## config.mk

```make
export PLATFORM = sky130hd
export DESIGN_NAME = label_rom_scheduler
export DESIGN_NICKNAME = d
export VERILOG_FILES = /design/src/rtl/label_rom_scheduler.sv
export SDC_FILE = /design/constraint.sdc
export NUM_CORES = 1
export LEC_CHECK = 0
export CORE_MARGIN = 2
export CORE_UTILIZATION = 59
export CTS_BUF_LIST = sky130_fd_sc_hd__clkbuf_4 sky130_fd_sc_hd__clkbuf_8 sky130_fd_sc_hd__clkbuf_16
export CTS_CLUSTER_DIAMETER = 30
export DETAILED_ROUTE_END_ITERATION = 12
export PLACE_DENSITY = 0.94
export REMOVE_ABC_BUFFERS = 1
export SYNTH_ARGS = -nofsm -noshare
export SYNTH_HDL_FRONTEND = slang
export SYNTH_SLANG_ARGS = --single-unit
```

## constraint.sdc

```tcl
create_clock -name clk -period 2.2 [get_ports clk]
set_input_delay 0.66 -clock clk [delete_from_list [all_inputs] [get_ports clk]]
set_output_delay 0.66 -clock clk [all_outputs]
set_load 0.01 [all_outputs]
```

## src/rtl/label_rom_scheduler.sv

```systemverilog
// label_rom_scheduler: shares one synchronous image-ROM port between the
// score label (0) and the hi-score digits (1). Three-stage pixel pipeline:
// hit test + address, ROM access, transparent-key output. Label 1 can blink
// under a frame-synchronous FSM. Enables are shadowed at frame_start so
// mid-frame changes never tear the picture.
module label_rom_scheduler #(
  parameter int BITS_PER_COLOR = 12,
  parameter int ADDR_W         = 16,
  parameter int L0_X           = 195,
  parameter int L0_Y           = 60,
  parameter int L0_W           = 249,
  parameter int L0_H           = 246,
  parameter int L1_X           = 260,
  parameter int L1_Y           = 320,
  parameter int L1_W           = 120,
  parameter int L1_H           = 40,
  parameter logic [BITS_PER_COLOR-1:0] TRANSPARENT = 12'hF0F,
  parameter int BLINK_FRAMES   = 30
) (
  input  logic                      clk,
  input  logic                      reset,
  input  logic [9:0]                x,
  input  logic [8:0]                y,
  input  logic                      frame_start,
  input  logic [1:0]                label_en,
  input  logic                      blink_en,
  output logic [ADDR_W-1:0]         rom_addr,
  output logic                      rom_sel,
  input  logic [BITS_PER_COLOR-1:0] rom_data,
  output logic                      inside_label,
  output logic                      label_id,
  output logic [BITS_PER_COLOR-1:0] pixel_data
);

  localparam logic [31:0] L0_X32 = 32'(L0_X);
  localparam logic [31:0] L0_Y32 = 32'(L0_Y);
  localparam logic [31:0] L0_W32 = 32'(L0_W);
  localparam logic [31:0] L0_H32 = 32'(L0_H);
  localparam logic [31:0] L1_X32 = 32'(L1_X);
  localparam logic [31:0] L1_Y32 = 32'(L1_Y);
  localparam logic [31:0] L1_W32 = 32'(L1_W);
  localparam logic [31:0] L1_H32 = 32'(L1_H);
  localparam int CNT_W = (BLINK_FRAMES > 1) ? $clog2(BLINK_FRAMES) : 1;
  localparam logic [CNT_W-1:0] CNT_LAST = CNT_W'(BLINK_FRAMES - 1);

  typedef enum logic [0:0] {ST_VISIBLE = 1'b0, ST_HIDDEN = 1'b1} blink_state_t;

  blink_state_t        state_r, state_nx_s;
  logic [CNT_W-1:0]    cnt_r, cnt_nx_s;
  logic [1:0]          en_sh_r;
  logic                blink_sh_r;
  logic [31:0]         x_ext_s, y_ext_s;
  logic [31:0]         addr0_full_s, addr1_full_s;
  logic                hit0_s, hit1_s;
  logic                hit_nx_s, id_nx_s, sel_nx_s;
  logic [ADDR_W-1:0]   addr_nx_s;
  logic                hit_r, id_r, hit_d_r, id_d_r;

  // Region hit test with visibility gating, fixed priority and address select.
  always_comb begin
    x_ext_s      = {22'd0, x};
    y_ext_s      = {23'd0, y};
    addr0_full_s = (x_ext_s - L0_X32) + L0_W32 * (y_ext_s - L0_Y32);
    addr1_full_s = (x_ext_s - L1_X32) + L1_W32 * (y_ext_s - L1_Y32);
    hit0_s = en_sh_r[0] &&
             (x_ext_s >= L0_X32) && (x_ext_s < L0_X32 + L0_W32) &&
             (y_ext_s >= L0_Y32) && (y_ext_s < L0_Y32 + L0_H32);
    hit1_s = en_sh_r[1] && (state_r == ST_VISIBLE) &&
             (x_ext_s >= L1_X32) && (x_ext_s < L1_X32 + L1_W32) &&
             (y_ext_s >= L1_Y32) && (y_ext_s < L1_Y32 + L1_H32);
    hit_nx_s  = hit0_s || hit1_s;
    id_nx_s   = 1'b0;
    sel_nx_s  = rom_sel;
    addr_nx_s = rom_addr;
    if (hit0_s) begin
      sel_nx_s  = 1'b0;
      addr_nx_s = addr0_full_s[ADDR_W-1:0];
    end else if (hit1_s) begin
      id_nx_s   = 1'b1;
      sel_nx_s  = 1'b1;
      addr_nx_s = addr1_full_s[ADDR_W-1:0];
    end else begin
      sel_nx_s  = rom_sel;
      addr_nx_s = rom_addr;
    end
  end

  // Blink next-state: only advances on frame_start; dropping blink forces VISIBLE.
  always_comb begin
    state_nx_s = state_r;
    cnt_nx_s   = cnt_r;
    if (frame_start) begin
      if (!blink_sh_r || !blink_en) begin
        state_nx_s = ST_VISIBLE;
        cnt_nx_s   = {CNT_W{1'b0}};
      end else if (cnt_r == CNT_LAST) begin
        cnt_nx_s = {CNT_W{1'b0}};
        case (state_r)
          ST_VISIBLE: state_nx_s = ST_HIDDEN;
          ST_HIDDEN:  state_nx_s = ST_VISIBLE;
          default:    state_nx_s = ST_VISIBLE;
        endcase
      end else begin
        cnt_nx_s = cnt_r + CNT_W'(1);
      end
    end else begin
      state_nx_s = state_r;
      cnt_nx_s   = cnt_r;
    end
  end

  // Blink state register and frame-synchronous enable shadows.
  always_ff @(posedge clk or posedge reset) begin
    if (reset) begin
      state_r    <= ST_VISIBLE;
      cnt_r      <= {CNT_W{1'b0}};
      en_sh_r    <= 2'b00;
      blink_sh_r <= 1'b0;
    end else begin
      state_r <= state_nx_s;
      cnt_r   <= cnt_nx_s;
      if (frame_start) begin
        en_sh_r    <= label_en;
        blink_sh_r <= blink_en;
      end
    end
  end

  // Stage 1 and 2: ROM request registers, then hit/id delayed to meet rom_data.
  always_ff @(posedge clk or posedge reset) begin
    if (reset) begin
      rom_addr <= {ADDR_W{1'b0}};
      rom_sel  <= 1'b0;
      hit_r    <= 1'b0;
      id_r     <= 1'b0;
      hit_d_r  <= 1'b0;
      id_d_r   <= 1'b0;
    end else begin
      rom_addr <= addr_nx_s;
      rom_sel  <= sel_nx_s;
      hit_r    <= hit_nx_s;
      id_r     <= id_nx_s;
      hit_d_r  <= hit_r;
      id_d_r   <= id_r;
    end
  end

  // Stage 3: transparent-key test and registered colour outputs.
  always_ff @(posedge clk or posedge reset) begin
    if (reset) begin
      inside_label <= 1'b0;
      label_id     <= 1'b0;
      pixel_data   <= {BITS_PER_COLOR{1'b0}};
    end else begin
      inside_label <= hit_d_r && (rom_data != TRANSPARENT);
      label_id     <= id_d_r;
      pixel_data   <= (hit_d_r && (rom_data != TRANSPARENT)) ? rom_data
                                                             : {BITS_PER_COLOR{1'b0}};
    end
  end

endmodule

```

==> metrics.txt, run 1 <==
pre-CTS WS -4.08 ns; GRT Util Overall between 70% and 80%; dpl cell area 8040 um^2; die height about 110 um; Die Wd roughly 110 um; number of synthesized flops with an enable pin 0; status did not finish; routability cong. ~1; placed cell count 999; CTS buffer count 5; YS warnings 0; Synth Flop Type dfrtp_1; largest net degree at the start of global routing between 40 and 50; Synth Area per Inst between 9 and 10 um^2; synth unique cells 56; port bufs 67; Root Driver clkbuf_8; worst ep type sequential cell input; Halt Stage 5_1_grt; Detailed Place HPWL ~15 mm; CTS max path bufs 2; CTS Hold Bufs 0; sequential-to-total area share from yosys stat between 15 and 20%; total gr overflow 35; Sinks on Clock Net 44; asr flop ratio synth 100%; flops & latches, synth 44; Run Error [ERROR GRT-0232] Routing congestion too high. Check the congestion heatmap in the GUI.; post-synthesis cell count about 650; initial core utilization 59.7%; GRT repair_timing worst endpoint rom_addr[15]$_DFFE_PP0P_/D; # rows 37; H-tree depth 2; IO Pins about 70; Synth Cell Area about 6100 um^2
metal layers:
metal  overflow  track usage [%]
met1          1             68.6
met4         15             77.0
met3          0             51.7
met5          0             14.3
met2         19             90.7
cell usage after synthesis (2+ instances only):
master	instances	share of area (%)
a211oi_1	5	0.62
a21bo_2	2	0.33
a21o_1	7	0.86
a21oi_1	33	2.7
a31oi_1	10	1.0
and2_1	16	1.6
and3_1	5	0.51
buf_6	2	0.37
clkbuf_1	8	0.49
dfrtp_1	44	18
fa_1	54	18
ha_1	89	18
inv_1	111	6.9
mux2_2	4	0.74
mux2i_1	18	3.0
nand2_1	25	1.5
nand2b_1	4	0.41
nand3_1	10	0.82
nand3b_1	2	0.25
nand4_1	4	0.41
nand4b_1	3	0.43
nor2_1	33	2.0
nor2_2	2	0.21
nor2b_1	6	0.62
nor3_1	10	0.82
nor4b_1	2	0.29
o211ai_1	4	0.49
o21a_1	7	0.86
o21ai_0	21	1.7
o21bai_1	4	0.49
o31a_1	3	0.43
o31ai_1	6	0.74
or2_2	3	0.31
or3_1	4	0.41
or3_4	3	0.56
xnor2_1	49	7.1
xor2_1	19	2.7
through the flow:
stage / hold slack (ns) / setup TNS (ns)
3_3_place_gp: 0.337 / -42.92
2_1_floorplan: 0.331 / -32.82
3_5_place_dp: 0.354 / -46.77
4_1_cts: 0.375 / -48.29
cells by family after synthesis:
logic type / count (synthesis) / share of synthesized area (%)
compound gates: 113 / 12.0
xor+xnor: 68 / 9.80
fa+ha+maj: 144 / 36.3
buf+inv: 123 / 8.05
flops: 44 / 18.1
mux: 22 / 3.71
simple gates: 137 / 12.0
timing repair:
action | 4_1_cts
buffers inserted | 48
pin swaps | 48
gates cloned | 4
setup endpoints to repair | 19
gates resized for setup | 184
==> inputs of run 2 (changes only) <==
Settings changed: CORE_UTILIZATION 59 to 40, CTS_BUF_LIST sky130_fd_sc_hd__clkbuf_4 sky130_fd_sc_hd__clkbuf_8 sky130_fd_sc_hd__clkbuf_16 to unset, CTS_CLUSTER_DIAMETER 30 to unset, PLACE_DENSITY 0.94 to unset, PLACE_DENSITY_LB_ADDON set to 0.15.
==> run 2 against run 1 <==
The flow now finishes, with violations (negative setup slack). Synthesized cell count did not move. Synthesized area did not move.
==> metrics.txt, run 2 <==
status complete, but fails checks (was did not finish); failing checks negative setup slack; first-pass GRT wire length approximately 29 mm; crit path launch type input pin; Layout area overhead 63.4%; final setup fails 19; full die area roughly 16000 um^2; Slew Viols, Final 0; main area contributors after synthesis ha_1, dfrtp_1, fa_1 (unchanged); pin slew with the least headroom to its limit 0.432 ns; CP cell instances buf_8 > buf_6 > ha_4 > nand3_4 > nand2_4 > xnor2_4 > buf_6 > inv_4 > fa_1 > inv_1 > fa_1 > inv_1 > fa_1 > fa_1 > inv_1 > fa_1 > inv_2 > ha_4 > buf_6 > nor3_4 > a31oi_4 > a31oi_1 > xnor2_1 > o22a_1; final worst-path cycle share 230%; final setup margin -2.86 ns; GRT Util Overall 22.4%; # rows 45 (was 37); Worst Path Buf+Inv 9; Synth Cell Area 6080 um^2 (unchanged); crit path to rom_addr[14]$_DFFE_PP0P_; largest stage delay on the critical path slightly above 0.5 ns; proportion of layout cells with a drive suffix above 1 around two fifths; number of synthesized flops with an enable pin 0 (unchanged); Util after Layout about two thirds; Post-Route WL about 18 mm; crit-path most repeated cell fa_1; Most Crowded Layer GR met2; initial core utilization 40.4% (was 59.7%); fill count between 1k and 1.5k; CTS max path bufs 2 (unchanged); Pwr Density roughly 1500 nW/um^2; GR Layer Usage met3 2.30%; largest net degree at the start of global routing 45; flops & latches, synth 44 (unchanged); CP endpoint kind register; clk_lat worst skew between 0.2 and 0.3 ns; Biggest register rom_addr; number of global-route vias before repair roughly 6k; hold_ws 0.348 ns; Max FO, Critical Path 3; WP data required 2.38 ns; post-layout minimum cycle time 5.06 ns; Routed Antenna Nets 0; Worst-path clk slew 0.07 ns; drt initial violations around 240; DR vias 5575; IO Pins 68 (unchanged); Die Wd 127 um (was 106 um); Hold Crit Class register to register; CTS buffer count 5 (unchanged); Core Box Area ~15000 um^2; maxcap violations 0; R2R Path End rom_addr[14]$_DFFE_PP0P_; Yosys top cell by area ha_1 (unchanged); drt wl/cell ~16 um; YS warnings 0 (unchanged); total gr overflow 0; CTS tree yes; Nets between 1k and 1.5k; Via density 4.96; CTS Hold Bufs 0 (unchanged); Largest register FFs 16; Detailed Place HPWL 13.2 mm (was 15.3 mm); ANT cells 0; CP Depth 24; synth unique cells 56 (unchanged); Residual DRC 0; worst vdd ir 1.49 mV; crit path DAT about 5.2 ns; Root Driver clkbuf_16 (was clkbuf_8); clock skew slightly below 0.008 ns; RSZ-0062 raised after global routing yes; post-synthesis cell count 651 (unchanged); final hold viol count 0; H-tree depth 2 (unchanged); Pleak between 4 and 5 nW; Largest regs rom_addr (16), pixel_data (12), cnt_r (5); met2 usage 41.2%; Synth Flop Type dfrtp_1 (unchanged); most frequent cells in the layout buf_4, inv_1, ha_1, buf_6, fa_1; Crit path max-delay family adder cells; Slew HR between 70% and 80%; Multi-input gate area ~5400 um^2; Pre-Repair DR Iteration Count 5; max frequency about 200 MHz; port bufs 67 (unchanged); sequential-to-total area share from yosys stat 18.1% (unchanged); most frequent cell after synthesis inv_1 (unchanged); Setup crit start y[4]; routability cong. 0.848 (was 0.979); R2R cell count 7; WS Path Type input pin to register; Synth top cells by count inv_1, ha_1, fa_1 (unchanged); initial antenna violation count 0; Reg area 1100 um^2; Synth Area per Inst 9.34 um^2 (unchanged); GRT met1 Usage between 20 and 30%; die height 127 um (was 106 um); slowest CP cell fa_1; Sinks on Clock Net 44 (unchanged); worst reg2reg setup slack approximately 0.13 ns; Reg-to-Reg Start state_r$_DFFE_PP0P_; Synth top area share 18.3% (unchanged); commonest non-fill, non-tap cell in the layout buf_4; asr flop ratio synth 100% (unchanged)
[run 2: cell counts after synthesis]
Identical to the previous run, type by type.
[run 2: worst min-delay path by stage]
stage | to | start | slack (ns) | depth (start not counted)
2_1_floorplan | hit_d_r$_DFF_PP0_ | hit_r$_DFF_PP0_ | 0.33 | 0
3_3_place_gp | label_id$_DFF_PP0_ | id_d_r$_DFF_PP0_ | 0.33 | 0
3_5_place_dp | hit_d_r$_DFF_PP0_ | hit_r$_DFF_PP0_ | 0.34 | 0
4_1_cts | label_id$_DFF_PP0_ | id_d_r$_DFF_PP0_ | 0.35 | 0
5_1_grt | label_id$_DFF_PP0_ | id_d_r$_DFF_PP0_ | 0.35 | 0
6_report | label_id$_DFF_PP0_ | id_d_r$_DFF_PP0_ | 0.35 | 0
[run 2: layer usage]
| layer | vias to the layer above | part of all wire, % |
|---|---|---|
| li1 | 2732 | - |
| met1 | 2709 | 43 |
| met2 | 103 | 52 |
| met3 | 31 | 2.8 |
| met4 | 0 | 2.5 |
| met5 | - | 0 |
[run 2: cell type report]
class / count / area share, %
Clock inverter: 3 / 0.466
Inverter: 111 / 4.47
Multi-Input combinational cell: 484 / 54.1
Clock buffer: 5 / 1.26
Sequential cell: 44 / 11.1
Timing Repair Buffer: 289 / 26.3
Tap cell: 188 / 2.37
[run 2: cells by family after synthesis]
logic type / after synthesis / share of synthesized area [%]
flip-flops: 44 / 18.1
AO/OA/AOI/OAI: 113 / 12.0
XOR/XNOR: 68 / 9.80
AND/OR/NAND/NOR: 137 / 12.0
buffers and inverters: 123 / 8.05
adder cells (fa/ha/maj): 144 / 36.3
multiplexers: 22 / 3.71
[run 2: per-stage QoR]
| step | std cells | cell area [um^2] | power, W | setup TNS (ns) | setup slack [ns] |
|---|---|---|---|---|---|
| floorplan | 639 | 6010 | 0.00630 | -32.82 | -3.47 |
| global placement | 1054 | 8140 | 0.00987 | -44.41 | -3.81 |
| detailed placement | 1054 | 8140 | 0.0100 | -45.63 | -3.91 |
| CTS | 1110 | 9680 | 0.0142 | -33.16 | -2.86 |
| global route | 1124 | 9930 | 0.0164 | -34.86 | -3.03 |
| finish | 1124 | 9930 | 0.0153 | -32.76 | -2.86 |
[run 2: what timing repair did]
action,4_1_cts,5_1_grt
buffers inserted,50,17
resized for setup,265,36
pin swaps,90,35
gates cloned,1,0
setup endpoints to repair,19,19
endpoints found under the hold margin,0,0
[run 2: worst register-to-register path, cell delays in order (launching register included)]
cell and delay, ns:
dfrtp_1 0.43, nor4b_1 0.30, nand4_1 0.25, nor2_4 0.22, buf_4 0.13, or4b_1 0.45
nand2_1 0.10, o22a_1 0.14
[run 2: power breakdown]
| part | internal (W) | leakage [nW] | switching [W] |
|---|---|---|---|
| registers | 0.000976 | 0.562 | 0.000112 |
| clock network | 0.000540 | 0.0804 | 0.000337 |
| logic | 0.00706 | 4.06 | 0.00631 |
No activity file was read; power rests on OpenSTA's default activity.
==> inputs of run 3 (changes only) <==
Settings changed: SKIP_LAST_GASP set to 1.
==> run 3 against run 2 <==
Cell count stayed put. Worst hold slack better by 0.00088 ns. Worst setup slack worse by 0.0066 ns. Core utilization is 0.45 points higher. Flip-flop and latch count stayed put. Clock power hardly changed. Wire length is 3.1% higher. The flow still finishes with violations (negative setup slack). Non-clock buffer count stayed put.
==> metrics.txt, run 3 (same netlist as run 2, synthesis figures left out) <==
status complete, but fails checks (unchanged); failing checks negative setup slack (unchanged); clk_lat worst skew 0.29 ns (about the same); largest stage delay on the critical path 0.51 ns (about the same); Routed Antenna Nets 0 (unchanged); GRT Util Overall 22.5% (was 22.4%); crit path launch type input pin (unchanged); commonest non-fill, non-tap cell in the layout buf_4 (unchanged); Layout area overhead 64.5% (was 63.4%); H-tree depth 2 (unchanged); Pleak 4.72 nW (was 4.71 nW); Largest regs rom_addr (16), pixel_data (12), cnt_r (5) (unchanged); Pre-Repair DR Iteration Count 4 (was 5); routability cong. 0.848 (unchanged); number of global-route vias before repair 5988 (was 6001); worst vdd ir 1.41 mV (was 1.49 mV); # rows 45 (unchanged); WP data required 2.38 ns (about the same); Crit path max-delay family adder cells (unchanged); initial antenna violation count 0 (unchanged); full die area 16200 um^2 (unchanged); crit-path most repeated cell fa_1 (unchanged); total power 0.0159 W (was 0.0153 W); Via density 4.99 (was 4.96); WS Path Type input pin to register (unchanged); Die Wd 127 um (unchanged); Reg-to-Reg Start state_r$_DFFE_PP0P_ (unchanged); CTS max path bufs 2 (unchanged); Hold Crit Class register to register (unchanged); ANT cells 0 (unchanged); Non-Filler Instances 1124 (unchanged); Post-Route WL 18.4 mm (was 17.9 mm); max frequency 197 MHz (was 198 MHz); total gr overflow 0 (unchanged); Slew HR 72.5% (was 71.2%); CTS buffer count 5 (unchanged); Worst Path Buf+Inv 8 (was 9); final setup margin -2.86 ns (about the same); placed cell count 1054 (unchanged); final setup fails 19 (unchanged); largest net degree at the start of global routing 45 (unchanged); Biggest register rom_addr (unchanged); port bufs 67 (unchanged); crit path DAT 5.24 ns (about the same); IO Pins 68 (unchanged); CTS Hold Bufs 0 (unchanged); Max FO, Critical Path 3 (unchanged); CTS tree yes (unchanged); Largest register FFs 16 (unchanged); clock skew 0.00794 ns (was 0.00783 ns); proportion of layout cells with a drive suffix above 1 40.3% (was 39.9%); final worst-path cycle share 230% (about the same); Core Box Area 15000 um^2 (unchanged); CP cell instances buf_8 > buf_6 > ha_4 > nand3_4 > nand2_4 > xnor2_4 > buf_6 > inv_4 > fa_1 > inv_1 > fa_1 > inv_1 > fa_1 > fa_1 > inv_1 > fa_1 > inv_2 > ha_4 > a21oi_2 > a31oi_4 > a31oi_4 > xnor2_2 > o22a_1 (was buf_8 > buf_6 > ha_4 > nand3_4 > nand2_4 > xnor2_4 > buf_6 > inv_4 > fa_1 > inv_1 > fa_1 > inv_1 > fa_1 > fa_1 > inv_1 > fa_1 > inv_2 > ha_4 > buf_6 > nor3_4 > a31oi_4 > a31oi_1 > xnor2_1 > o22a_1); Slew Viols, Final 0 (unchanged); Root Driver clkbuf_16 (unchanged); RSZ-0062 raised after global routing yes (unchanged); Sinks on Clock Net 44 (unchanged); post-layout minimum cycle time 5.06 ns (about the same); most frequent cells in the layout buf_4, inv_1, ha_1, buf_6, fa_1 (unchanged); initial core utilization 40.4% (unchanged); pin slew with the least headroom to its limit 0.412 ns (was 0.432 ns); final hold viol count 0 (unchanged); Setup crit start y[4] (unchanged); DR vias 5605 (was 5575); Nets 1115 (unchanged); CP endpoint kind register (unchanged); Pwr Density 1590 nW/um^2 (was 1540 nW/um^2); Worst-path clk slew 0.07 ns (about the same); slowest CP cell fa_1 (unchanged); drt initial violations 244 (was 237); die height 127 um (unchanged); worst reg2reg setup slack 0.17 ns (was 0.13 ns); drt wl/cell 16.4 um (was 15.9 um); first-pass GRT wire length 29.1 mm (was 29.0 mm); Detailed Place HPWL 13.2 mm (unchanged); Residual DRC 0 (unchanged); HP Start id_d_r$_DFF_PP0_ (unchanged); maxcap violations 0 (unchanged)
==> run 3: cell counts in the layout (fill, tap and decap cells not counted) <==
No cell type changed its count.
==> run 3: final timing paths <==
kind	end	cells after the start
hold / removal	label_id$_DFF_PP0_	0
setup / recovery	rom_addr[14]$_DFFE_PP0P_	23
max in group asynchronous	cnt_r[0]$_DFFE_PP0P_	3
min in group asynchronous	id_r$_DFF_PP0_	3
setup reg to reg	rom_addr[14]$_DFFE_PP0P_	7
hold reg to reg	label_id$_DFF_PP0_	0
==> run 3: power breakdown <==
group,total [W],switching (W),internal (W)
clock network,0.000874,0.000334,0.000540
logic,0.0139,0.00669,0.00723
registers,0.00109,0.000111,0.000976
total,0.0159,0.00714,0.00875
==> run 3: repair_timing <==
item,in CTS,in global routing
pin swaps,89,61
resized for setup,248,62
setup buffers,50,20
cloned,1,0
setup endpoints to repair,19,19
==> run 3: per-stage QoR <==
| stage | cell area [um^2] | TNS [ns] | utilization [%] | setup WS (ns) | hold slack [ns] |
|---|---|---|---|---|---|
| finish | 10000 | -32.75 | 66.5 | -2.86 | 0.349 |
| CTS | 9620 | -33.64 | 64.0 | -2.86 | 0.347 |
| global placement | 8140 | -44.41 | 54.1 | -3.81 | 0.331 |
| global route | 10000 | -34.52 | 66.5 | -3.00 | 0.346 |
| floorplan | 6010 | -32.82 | - | -3.47 | 0.331 |
| detailed placement | 8140 | -45.63 | 54.1 | -3.91 | 0.338 |
==> run 3: layout make-up <==
cell class,count,area (um^2)
inverter,111,437
sequential,44,1100
clock buffer,5,125
tap,188,235
timing repair buffer,289,2610
clock inverter,3,46.3
fill,1111,5040
multi-input combinational,484,5450
==> run 3: layer usage <==
| metal | global-route usage [%] | vias to the layer above | wire, um |
|---|---|---|---|
| met5 | 0 | - | 0 |
| met4 | 5.62 | 0 | 536 |
| met3 | 2.43 | 36 | 467 |
| met2 | 41.2 | 115 | 9510 |
| met1 | 28.3 | 2726 | 7890 |
| li1 | - | 2728 | - |
==> inputs of run 4 (changes only) <==
Settings changed: MAX_ROUTING_LAYER set to met4.
==> run 4 against run 3 <==
The flow still finishes with violations (negative setup slack). Sequential share of layout area up 0.26 points. Highest routed layer unchanged. Clock power up 2%. Critical path type unchanged. Clock skew fell by 0.0053 ns. Via count shrank 2.2%. Combinational power is 6% lower.
==> metrics.txt, run 4 (same netlist as run 2, synthesis figures left out) <==
Comb pwr share 86.9% (was 87.6%); number of global-route vias before repair 5825 (was 5988); Multi-input gate area 5450 um^2 (unchanged); Residual DRC 0 (unchanged); crit path launch type input pin (unchanged); Largest regs rom_addr (16), pixel_data (12), cnt_r (5) (unchanged); max frequency 198 MHz (was 197 MHz); Pre-Repair DR Iteration Count 4 (unchanged); H-tree depth 2 (unchanged); drt initial violations 187 (was 244); total power 0.0151 W (was 0.0159 W); Sinks on Clock Net 44 (unchanged); final setup fails 19 (unchanged); Core Box Area 15000 um^2 (unchanged); Layout area overhead 60.6% (was 64.5%); Post-Route WL 17.8 mm (was 18.4 mm); final setup margin -2.85 ns (was -2.86 ns); maxcap violations 0 (unchanged); pin slew with the least headroom to its limit 0.427 ns (was 0.412 ns); CTS max path bufs 2 (unchanged); R2R cell count 7 (unchanged); drt wl/cell 16.2 um (was 16.4 um); Nets 1090 (was 1115); Reg-to-Reg Start state_r$_DFFE_PP0P_ (unchanged); Die Wd 127 um (unchanged); fill count 1203 (was 1111); most frequent cells in the layout buf_4, inv_1, ha_1, fa_1, clkdlybuf4s50_1 (was buf_4, inv_1, ha_1, buf_6, fa_1); Setup TNS -27.97 ns (was -32.75 ns); Largest register FFs 16 (unchanged); Pleak 4.59 nW (was 4.72 nW); CP endpoint kind register (unchanged); post-layout minimum cycle time 5.05 ns (was 5.06 ns); RSZ-0062 raised after global routing yes (unchanged); Root Driver clkbuf_16 (unchanged); GRT Util Overall 22.8% (was 22.5%); switching share of power 45.1% (was 44.9%); clk_lat worst skew 0.29 ns (about the same); DR vias 5484 (was 5605); CTS buffer count 5 (unchanged); Hold Crit Class register to register (unchanged); Pint 0.00828 W (was 0.00875 W); pre-CTS WS -3.98 ns (was -3.91 ns); first-pass GRT wire length 28.6 mm (was 29.1 mm); Setup crit start y[3] (was y[4]); failing checks negative setup slack (unchanged); status complete, but fails checks (unchanged); final hold viol count 0 (unchanged); Slew Viols, Final 0 (unchanged); HP Start hit_r$_DFF_PP0_ (was id_d_r$_DFF_PP0_); # rows 45 (unchanged); WP data required 2.38 ns (about the same); hold depth 0 (unchanged); IO Pins 68 (unchanged); port bufs 67 (unchanged); Detailed Place HPWL 13.2 mm (about the same); fin area 9760 um^2 (was 10000 um^2); ANT cells 0 (unchanged); CTS Hold Bufs 0 (unchanged); Via density 4.99 (about the same); largest net degree at the start of global routing 45 (unchanged); full die area 16200 um^2 (unchanged); net switching power 0.00679 W (was 0.00714 W); Reg area 1100 um^2 (unchanged); worst vdd ir 1.30 mV (was 1.41 mV); Clock power frac 5.9% (was 5.5%); dpl cell area 8160 um^2 (was 8140 um^2); Routed Antenna Nets 0 (unchanged); Worst-path clk slew 0.06 ns (was 0.07 ns); clock skew 0.00267 ns (was 0.00794 ns); Pwr Density 1540 nW/um^2 (was 1590 nW/um^2); crit path DAT 5.23 ns (was 5.24 ns); Max FO, Critical Path 3 (unchanged); proportion of layout cells with a drive suffix above 1 39.3% (was 40.3%); die height 127 um (unchanged); total gr overflow 0 (unchanged); hold_ws 0.348 ns (was 0.349 ns); Biggest register rom_addr (unchanged); WS Path Type input pin to register (unchanged); Slew HR 71.5% (was 72.5%); sequential power share 7.2% (was 6.8%); routability cong. 0.852 (was 0.848); commonest non-fill, non-tap cell in the layout buf_4 (unchanged); final worst-path cycle share 230% (about the same); CTS tree yes (unchanged); initial core utilization 40.4% (unchanged); initial antenna violation count 0 (unchanged)
[run 4: worst paths after layout]
check / endpoint / slack, ns
min in group asynchronous: pixel_data[9]$_DFF_PP0_ / 0.72
setup reg to reg: rom_addr[14]$_DFFE_PP0P_ / 0.10
hold reg to reg: hit_d_r$_DFF_PP0_ / 0.35
setup / recovery: rom_addr[14]$_DFFE_PP0P_ / -2.85
hold / removal: hit_d_r$_DFF_PP0_ / 0.35
max in group asynchronous: rom_addr[15]$_DFFE_PP0P_ / 1.27
[run 4: metrics by stage]
step / cells / utilization [%]
floorplan: 639 / -
global placement: 1057 / 54.3
detailed placement: 1057 / 54.3
CTS: 1090 / 62.4
global route: 1099 / 64.9
finish: 1099 / 64.9
[run 4: power groups by stage]
stage                     sequential [W]  clock, W  combinational (W)
after floorplan                  0.00114         0            0.00515
after global placement           0.00110         0            0.00900
after detailed placement         0.00110         0            0.00919
after CTS                        0.00109  0.000909             0.0119
after global routing             0.00111  0.000942             0.0141
final                            0.00109  0.000891             0.0131
[run 4: metal layers]
layer / track usage, % / share of wire [%] / vias to the layer above
met5: - / 0 / -
met4: 5.49 / 2.5 / 0
met1: 28.9 / 43 / 2672
met2: 39.3 / 52 / 100
li1: - / - / 2680
met3: 2.35 / 2.3 / 32
[run 4: layout make-up]
class                   instances  area share (%)
flip-flops and latches         44            11.3
clock buffers                   6            1.42
clock inverters                 2           0.397
well taps                     188            2.41
repair buffers                264            24.2
inverters                     111            4.52
multi-input cells             484            55.8
[run 4: critical path, cell delays in order]
cell and delay (ns):
buf_8 0.11, ha_4 0.16, buf_6 0.11, a31oi_4 0.21
xnor2_2 0.16, buf_4 0.16, inv_4 0.03, fa_1 0.48
fa_1 0.40, inv_1 0.09, fa_1 0.44, fa_1 0.55
inv_1 0.05, fa_1 0.49, inv_1 0.05, ha_1 0.33
a21o_1 0.21, a31oi_1 0.18, xnor2_1 0.13, o22a_1 0.23
[run 4: what timing repair did]
action / 4_1_cts / 5_1_grt
cloned: 3 / 0
buffers inserted: 24 / 12
pin swaps: 84 / 63
hold endpoints to repair: 0 / 0
resized for setup: 207 / 85
setup endpoints to repair: 19 / 19
